$ cat src/rtl/crop_serializer.sv
// rtl/crop_serializer.sv - crop-window pixel serializer with ping-pong beat buffers
// Purpose: accepts IN_LANES-pixel beats and forwards only the pixels inside an
//   OUT_COLS x OUT_ROWS crop window as OUT_LANES-pixel beats. It also adds SOF/EOL/EOF
//   markers and restarts cleanly when an SOF arrives mid-frame.
// Optional feature macro: SEQ_ERR_CNT_EN (aborted-frame / stray-beat counter on err_count).
// Ports:
//   clk, reset            clock, asynchronous active-high reset
//   s_axis_*              input beats; tuser[0] = SOF; lane 0 = lowest column
//   crop_x0, crop_y0      crop origin, latched on the SOF handshake
//   m_axis_*              output beats; tuser = {EOF, SOF}; tlast = end of crop row
//   err_count             sequence error count (0 unless SEQ_ERR_CNT_EN)
module crop_serializer #(
  parameter int PIXEL_BIT_WIDTH = 10,
  parameter int IN_LANES        = 10,
  parameter int OUT_LANES       = 2,
  parameter int USER_WIDTH      = 2,
  parameter int IN_ROWS         = 20,
  parameter int IN_COLS         = 20,
  parameter int OUT_ROWS        = 10,
  parameter int OUT_COLS        = 10
) (
  input  logic                                 clk,
  input  logic                                 reset,
  input  logic                                 s_axis_tvalid,
  output logic                                 s_axis_tready,
  input  logic [PIXEL_BIT_WIDTH*IN_LANES-1:0]  s_axis_tdata,
  input  logic [USER_WIDTH-1:0]                s_axis_tuser,
  input  logic [$clog2(IN_COLS)-1:0]           crop_x0,
  input  logic [$clog2(IN_ROWS)-1:0]           crop_y0,
  output logic                                 m_axis_tvalid,
  input  logic                                 m_axis_tready,
  output logic [PIXEL_BIT_WIDTH*OUT_LANES-1:0] m_axis_tdata,
  output logic [1:0]                           m_axis_tuser,
  output logic                                 m_axis_tlast,
  output logic [15:0]                          err_count
);
  localparam int RATIO = IN_LANES / OUT_LANES;
  localparam int BEATS = IN_COLS / IN_LANES;
  localparam int XW    = $clog2(IN_COLS);
  localparam int YW    = $clog2(IN_ROWS);
  localparam int CW    = XW + 1;
  localparam int RW    = YW + 1;
  localparam int BW    = (BEATS > 1) ? $clog2(BEATS) : 1;
  localparam int SW    = (RATIO > 1) ? $clog2(RATIO) : 1;
  localparam int IW    = PIXEL_BIT_WIDTH * IN_LANES;
  localparam int OW    = PIXEL_BIT_WIDTH * OUT_LANES;

  typedef enum logic {IDLE, RUN} state_t;
  state_t state, state_nx;

  logic [IW-1:0] buf_data [2];
  logic [YW-1:0] buf_row  [2];
  logic [BW-1:0] buf_col  [2];
  logic [1:0]    buf_valid, buf_last;
  logic          rd_ptr, wr_ptr;
  logic [SW-1:0] sub;
  logic [BW-1:0] col_cnt, pos_col, col_nx;
  logic [YW-1:0] row_cnt, pos_row, row_nx;
  logic          in_done, pos_last;
  logic [CW-1:0] x0c, x0_mask, x0_new;
  logic [RW-1:0] y0c, y0_new;
  logic          in_hs, sof_hs;
  logic          unused_tuser;

  assign unused_tuser = ^s_axis_tuser;

  assign in_hs  = s_axis_tvalid && s_axis_tready;
  assign sof_hs = in_hs && s_axis_tuser[0];

  // Position of the beat being accepted; an SOF beat is always row 0, column beat 0.
  assign pos_col  = sof_hs ? '0 : col_cnt;
  assign pos_row  = sof_hs ? '0 : row_cnt;
  assign pos_last = (pos_row == YW'(IN_ROWS - 1)) && (pos_col == BW'(BEATS - 1));

  always_comb begin
    col_nx = pos_col + BW'(1);
    row_nx = pos_row;
    if (pos_col == BW'(BEATS - 1)) begin
      col_nx = '0;
      row_nx = (pos_row == YW'(IN_ROWS - 1)) ? '0 : pos_row + YW'(1);
    end
  end

  // Window origin: x aligned down to an output beat, both clamped so the window fits.
  assign x0_mask = {1'b0, crop_x0 & ~XW'(OUT_LANES - 1)};
  assign x0_new  = (x0_mask > CW'(IN_COLS - OUT_COLS)) ? CW'(IN_COLS - OUT_COLS) : x0_mask;
  assign y0_new  = ({1'b0, crop_y0} > RW'(IN_ROWS - OUT_ROWS)) ? RW'(IN_ROWS - OUT_ROWS)
                                                               : {1'b0, crop_y0};

  // Read side: the buffer at rd_ptr is walked one sub-beat at a time.
  logic          cur_valid, row_in, beat_hit, kept, eol, sub_last, advance, consume;
  logic [CW-1:0] cur_base, sub_col;
  logic [RW-1:0] cur_row;

  assign cur_valid = buf_valid[rd_ptr];
  assign cur_row   = {1'b0, buf_row[rd_ptr]};
  assign cur_base  = CW'(int'(buf_col[rd_ptr]) * IN_LANES);
  assign sub_col   = cur_base + CW'(int'(sub) * OUT_LANES);
  assign row_in    = (cur_row >= y0c) && (cur_row < y0c + RW'(OUT_ROWS));
  assign beat_hit  = row_in && (cur_base + CW'(IN_LANES) > x0c) && (cur_base < x0c + CW'(OUT_COLS));
  assign kept      = row_in && (sub_col >= x0c) && (sub_col < x0c + CW'(OUT_COLS));
  assign eol       = (sub_col + CW'(OUT_LANES - 1)) == (x0c + CW'(OUT_COLS - 1));
  assign sub_last  = (sub == SW'(RATIO - 1));
  assign advance   = cur_valid && (!kept || m_axis_tready);
  // A beat with no kept pixel is dropped in a single clock.
  assign consume   = cur_valid && (!beat_hit || (advance && sub_last));

  // Outputs come straight from the held buffer, so they stay stable under backpressure.
  assign m_axis_tvalid = cur_valid && kept;
  assign m_axis_tdata  = m_axis_tvalid ? buf_data[rd_ptr][int'(sub) * OW +: OW] : '0;
  assign m_axis_tlast  = m_axis_tvalid && eol;
  assign m_axis_tuser  = m_axis_tvalid ? {eol && (cur_row == y0c + RW'(OUT_ROWS - 1)),
                                          (sub_col == x0c) && (cur_row == y0c)} : 2'b00;

  // In RUN the write pointer's buffer is free whenever any buffer is free.
  // Input stops after the last beat of the frame until that beat is drained.
  assign s_axis_tready = !reset && ((state == IDLE) || (!in_done && !buf_valid[wr_ptr]));

  always_ff @(posedge clk or posedge reset) begin
    if (reset) state <= IDLE;
    else       state <= state_nx;
  end

  always_comb begin
    state_nx = state;
    case (state)
      IDLE:    if (sof_hs) state_nx = RUN;
      RUN:     if (!sof_hs && consume && buf_last[rd_ptr]) state_nx = IDLE;
      default: state_nx = IDLE;
    endcase
  end

  always_ff @(posedge clk or posedge reset) begin
    if (reset) begin
      buf_data[0] <= '0;
      buf_data[1] <= '0;
      buf_row[0]  <= '0;
      buf_row[1]  <= '0;
      buf_col[0]  <= '0;
      buf_col[1]  <= '0;
      buf_valid   <= '0;
      buf_last    <= '0;
      rd_ptr      <= 1'b0;
      wr_ptr      <= 1'b0;
      sub         <= '0;
      col_cnt     <= '0;
      row_cnt     <= '0;
      in_done     <= 1'b0;
      x0c         <= '0;
      y0c         <= '0;
    end else if (sof_hs) begin
      // New frame (also a mid-frame restart): drop everything, load the SOF beat into A.
      buf_data[0] <= s_axis_tdata;
      buf_row[0]  <= '0;
      buf_col[0]  <= '0;
      buf_valid   <= 2'b01;
      buf_last    <= {1'b0, pos_last};
      rd_ptr      <= 1'b0;
      wr_ptr      <= 1'b1;
      sub         <= '0;
      col_cnt     <= col_nx;
      row_cnt     <= row_nx;
      in_done     <= pos_last;
      x0c         <= x0_new;
      y0c         <= y0_new;
    end else if (state == RUN) begin
      if (consume) begin
        buf_valid[rd_ptr] <= 1'b0;
        rd_ptr            <= ~rd_ptr;
        sub               <= '0;
      end else if (advance) begin
        sub <= sub + SW'(1);
      end
      // Writes always target the free buffer, never the one being consumed.
      if (in_hs) begin
        buf_data[wr_ptr]  <= s_axis_tdata;
        buf_row[wr_ptr]   <= pos_row;
        buf_col[wr_ptr]   <= pos_col;
        buf_last[wr_ptr]  <= pos_last;
        buf_valid[wr_ptr] <= 1'b1;
        wr_ptr            <= ~wr_ptr;
        col_cnt           <= col_nx;
        row_cnt           <= row_nx;
        in_done           <= in_done | pos_last;
      end
    end
  end

`ifdef SEQ_ERR_CNT_EN
  logic [15:0] err_q;
  always_ff @(posedge clk or posedge reset) begin
    if (reset) begin
      err_q <= '0;
    end else if (((state == RUN) && sof_hs) || ((state == IDLE) && in_hs && !s_axis_tuser[0])) begin
      if (err_q != 16'hFFFF) err_q <= err_q + 16'd1;
    end
  end
  assign err_count = err_q;
`else
  assign err_count = '0;
`endif

endmodule

$ cat config.mk
export PLATFORM = sky130hd
export DESIGN_NAME = crop_serializer
export DESIGN_NICKNAME = d
export VERILOG_FILES = /design/src/rtl/crop_serializer.sv
export SDC_FILE = /design/constraint.sdc
export NUM_CORES = 1
export LEC_CHECK = 0
export BUFFER_PORTS_ARGS = -buffer_cell sky130_fd_sc_hd__buf_4
export CAP_MARGIN = 40
export CORE_UTILIZATION = 40
export DETAILED_ROUTE_END_ITERATION = 6
export HOLD_SLACK_MARGIN = 0.12
export PLACE_DENSITY = 0.55
export SYNTH_ARGS = -nofsm -noshare
export SYNTH_HDL_FRONTEND = slang
export SYNTH_SLANG_ARGS = --single-unit
$ cat constraint.sdc
create_clock -name clk -period 9.3 [get_ports clk]
set_input_delay 0.93 -clock clk [delete_from_list [all_inputs] [get_ports clk]]
set_output_delay 0.93 -clock clk [all_outputs]
set_load 0.05 [all_outputs]
* After elaboration in Yosys (flattened, before gate mapping) *
Index checks and enable logic that the tools add are counted.

word-level totals
  register bits = 241
  bits of input ports = 116
  output and inout bits = 41

operators by class
  $add $sub $neg = 10
  multipliers = 2
  $lt $le $gt $ge = 15
  eq/ne operators = 6
  shifts and indexed selects = 1
  mux-type cells = 78
  bitwise logic cells = 10
  reductions and logical operators = 39

operators with widths
  kind                                                                             count
  100-bit 2-to-1 mux                                                               5
  200-bit 2-to-1 mux                                                               2
  200-bit bitwise mux                                                              1
  100-bit demux with 1-bit select                                                  1
  100-bit by 9-bit variable part select with 20-bit output                         1
  5-bit 2-to-1 mux                                                                 13
  1-bit 2-to-1 mux                                                                 29
  6-bit by 4-bit adder with 6-bit output, second input constant                    4
  2-bit 2-to-1 mux                                                                 12
  1-bit logical AND                                                                22
  10-bit 2-to-1 mux                                                                2
  20-bit 2-to-1 mux                                                                1
  5-bit by 6-bit equality test with 1-bit output                                   2
  6-bit equality test                                                              2
  5-bit by 6-bit less-than comparator with 1-bit output                            2
  3-bit 2-to-1 mux                                                                 4
  10-bit bitwise mux                                                               1
  5-bit by 4-bit greater-than comparator with 1-bit output, second input constant  2
  5-bit by 4-bit adder with 6-bit output                                           1
  5-bit by 4-bit adder with 6-bit output, second input constant                    1
  6-bit by 1-bit adder with 6-bit output, second input constant                    1
  5-bit by 6-bit greater-or-equal comparator with 1-bit output                     1
  6-bit greater-or-equal comparator                                                1
  6-bit greater-than comparator                                                    1
  other kinds (28)                                                                 49

* Depth between registers and ports, before layout *
  depth after elaboration = 22
  mapped depth = 16
  gate-level depth less buffers = 13

* Worst setup path before layout *
No wires, ideal clock.

  kind = register -> output
  start = register rd_ptr
  end = output m_axis_tuser[1]
  arrival = 6.234 ns
  required time = 8.370 ns
  path slack = 2.136 ns
  stages on the path, launching flop included = 16
  path through = dfrtp_1 > buf_2 > buf_2 > buf_2 > mux2i_1 > inv_1 > ha_1 > ha_1 > ha_1 > nor2b_1 > o211ai_1 > a21boi_0 > and4bb_2 > nand3b_1 > nor4_1 > nor4b_1

on the way
  cells in the longest elaborated chain, start to end = 11
  elaborated cells between the ends (all ways) = 24
  classes of those cells = add/sub (2); mul (1); order compare (4); eq/ne (2); mux (9); bitwise (1); reduce/logical (5)

ends and longest elaborated chain
  element                                                                                          line  source
  start, declared                                                                                  55    logic rd_ptr, wr_ptr;
  start signal, assigned                                                                           169   rd_ptr <= ~rd_ptr;
  parallel branches: the longest is 10 deep, another holds 5-bit by 4-bit adder with 6-bit output  --
  2-bit 2-to-1 mux *                                                                               112   assign m_axis_tuser = m_axis_tvalid ? {eol && (cur_row == y0c + RW'(OUT_ROWS - 1)),
  end, declared                                                                                    33    output logic [1:0] m_axis_tuser,

Mark *: on every way between the ends. The select of a mux whose other input is x is not followed.

* Worst setup path in the final report *
Same ends and word-level chain as after synthesis.

==> results.md <==
* Worst-path clk slew at ~0.06 ns
* Most common cell in the netlist: dfrtp_1
* Top Ports at approximately 160
* Power Internal at about 3.3 mW
* Hold depth at 2
* RSZ-0062 raised after global routing: no
* Buffer count from post-CTS setup fixing at 0
* Final worst setup slack at between 3 and 4 ns
* Die Wd at 177.3 um
* Clock sinks at 238
* Pwr dens at between 300 and 400 mW/mm^2
* GRT overflow at 0
* Final setup skew at about 0.014 ns
* Finished Cell Area at between 0.01 and 0.015 mm^2
* Total power at around 4.8 mW
* Top cells by count, synth: dfrtp_1, mux2_2, mux2_4
* FMAX at 166.7 MHz
* Run status: finished clean
* Post-synthesis cell count at 872
* Tot GR Track Use at ~18%
* Worst Path Arrival at between 5 and 6 ns
* CP Capture Type: primary output
* Post-route DRC at 0
* Seq pwr share at between 30% and 40%
* FILL cells at around 2.7k
* Final Setup Violations at 0
* Tightest Pin Transition at approximately 0.84 ns
* FF-to-FF path depth at 12
* Synth area leaders: dfrtp_1, mux2_4, mux2_2, mux4_2, mux2i_1
* Largest vdd supply drop at roughly 0.18 mV
* Tmin final at ~6 ns
* Initial Utilization at about two fifths
* Leak at approximately 6.9 nW
* Synthesized area at 0.01229 mm^2
* Post-synth EDFFs at 0
* Drt via density at around 5.2
* Sequential cell area at 0.005963 mm^2
* N_diodes at 0
* IO buf count at around 140
* Number of CTS-inserted buffers at 28
* Switch share at 31.24%
* Crit-path max FO at 31
* Critical path class: flop to primary output
* Avg Synthesized Cell Area at 14.09 um^2
* Cts hold-fix bufs at 0
* Routability Congestion at roughly 0.8
* Die area at about 0.031 mm^2
* Non-filler instance count after layout at around 1.4k
* #FFs+latches synth at 238
* Clock power frac at 22.4%
* Fraction of layout instances using a drive strength above 1 at between 40 and 50%
* Largest net degree at the start of global routing at 100
* HPWL Detailed at between 15000 and 20000 um
* Final Cycle Share at roughly 65%
* Core area at 0.02995 mm^2
* Global-route wire length before repair at 44800 um
* DP Worst Slack at roughly 3.8 ns
* Avg WL per Cell at a little under 20 um
* Synth warn at 0
* Asr flop ratio synth at between 90% and 100%
* Final nets at between 1k and 1.5k
* Iter 0 DRT Violations at roughly 370
* Setup TNS Final at 0 ns
* First-pass DRT Iterations at 4
* Area grow syn2layout at 18.41%
* Footprint of the multi-input gates at just under 0.006 mm^2
* CP Launch Type: flop
* Placed Area at ~0.014 mm^2
* Die Height at 177.3 um
* Final Routed Wirelength at around 28000 um
* Vias at ~7.4k
* Dpl cells at about 1.4k
* Synth Flop Type: dfrtp_1
* Routed Antenna Nets at 0
* Clock root cell: clkbuf_16
* Final Max Slew Viols at 0
* Post-synth top area share at about 48%
* Count of final hold-check violations at 0
* Clk_lat worst skew at between 0.5 and 0.6 ns
* Post-synthesis sequential area ratio at 48.46%
* Gate power share at between 30% and 40%
* Clk buf depth at 3
* Number of global-route vias before repair at about 7.8k
* Initial antenna violation count at 0
* Max Cap Viol at 0
* Row count at 63
* Resize count post-CTS at 0
* H-tree depth at 1
* Hold/Removal Path Class: flop to flop
* Rel. slew slack at 44.17%
* Required @ worst endpoint at 8.37 ns
* Synth cell types at 54
* Psw at approximately 1.5 mW
* CTS tree: built
* Leading area contributor after synthesis: dfrtp_1
## registers in the layout (all words and copies together), names as in the netlist
name / flops
rd_ptr: 1
wr_ptr: 1
row_cnt: 5
state: 1
buf_row: 10
sub: 3
x0c: 4
buf_valid: 2
buf_last: 2
col_cnt: 1
in_done: 1
y0c: 5
buf_data: 200
buf_col: 2
## layer usage
layer | wire length [um] | share of wire, % | up-vias | track usage, %
li1 | - | - | 3420 | -
met1 | 13090 | 47 | 3742 | 26.81
met2 | 12510 | 45 | 155 | 27.86
met3 | 1784 | 6.4 | 43 | 3.942
met4 | 559 | 2.0 | 0 | 4.131
met5 | 0 | 0 | - | 0
## per-stage QoR
step	hold WS [ns]	util [%]
floorplan	0.4539	-
global placement	0.4814	45.25
detailed placement	0.4775	45.60
CTS	0.4898	48.58
global route	0.5077	48.58
finish	0.4873	48.58
## worst max-delay path, stage by stage (launching register included)
cell and delay [ns]:
dfrtp_4 0.78, mux2i_1 0.38, inv_1 0.20, ha_1 0.24
ha_1 0.31, ha_1 0.29, nor2b_1 0.13, o211ai_1 0.15
a21boi_0 0.13, and4bb_2 0.71, nand3b_1 0.20, nor4_1 0.44
nor4b_1 0.30, buf_4 0.26
## layout make-up
class                      count  area share [%]
timing repair buffer         155           8.495
tap                          390           3.353
inverter                      20          0.5674
clock buffer                  44           5.786
clock inverter                 5          0.3611
multi-input combinational    561           40.46
sequential                   238           40.98
## power by group through the flow
stage	Clock, mW	Sequential, mW	Combinational (mW)
5_1_grt	1.14	1.90	2.04
4_1_cts	1.10	1.83	1.90
2_1_floorplan	0	1.71	1.59
3_5_place_dp	0	1.84	1.90
6_report	1.07	1.83	1.87
3_3_place_gp	0	1.83	1.85
## cell usage in the layout, fill, tap and decap left out, types with 18 or more instances in the layout
master | Yosys | layout
a21oi_1 | 19 | 19
and2_1 | 23 | 23
buf_4 | 18 | 151
clkbuf_16 | 0 | 29
dfrtp_1 | 238 | 236
ha_1 | 34 | 34
inv_1 | 19 | 18
mux2_2 | 114 | 114
mux2_4 | 96 | 96
mux2i_1 | 50 | 50
mux4_2 | 40 | 40
nand2_1 | 26 | 26
o21ai_0 | 20 | 20
o22ai_1 | 20 | 20
## cell families after synthesis
family	share of synthesized area (%)
flops	48.46
buf+inv	4.174
xor+xnor	0.9976
simple gates	4.744
compound gates	4.561
fa+ha+maj	3.461
mux	33.57
other cells	0.03051
## worst paths after layout
kind | from | end | slack (ns)
max | rd_ptr | m_axis_tuser[1] | 3.30
min | buf_last[1] | buf_last[1] | 0.49
max reg2reg | rd_ptr | rd_ptr | 5.24
min reg2reg | buf_last[1] | buf_last[1] | 0.49
max in group asynchronous | reset | buf_data[198] | 7.60
min in group asynchronous | reset | buf_valid[1] | 0.55
Note: power is estimated with default switching activity, not from simulation.
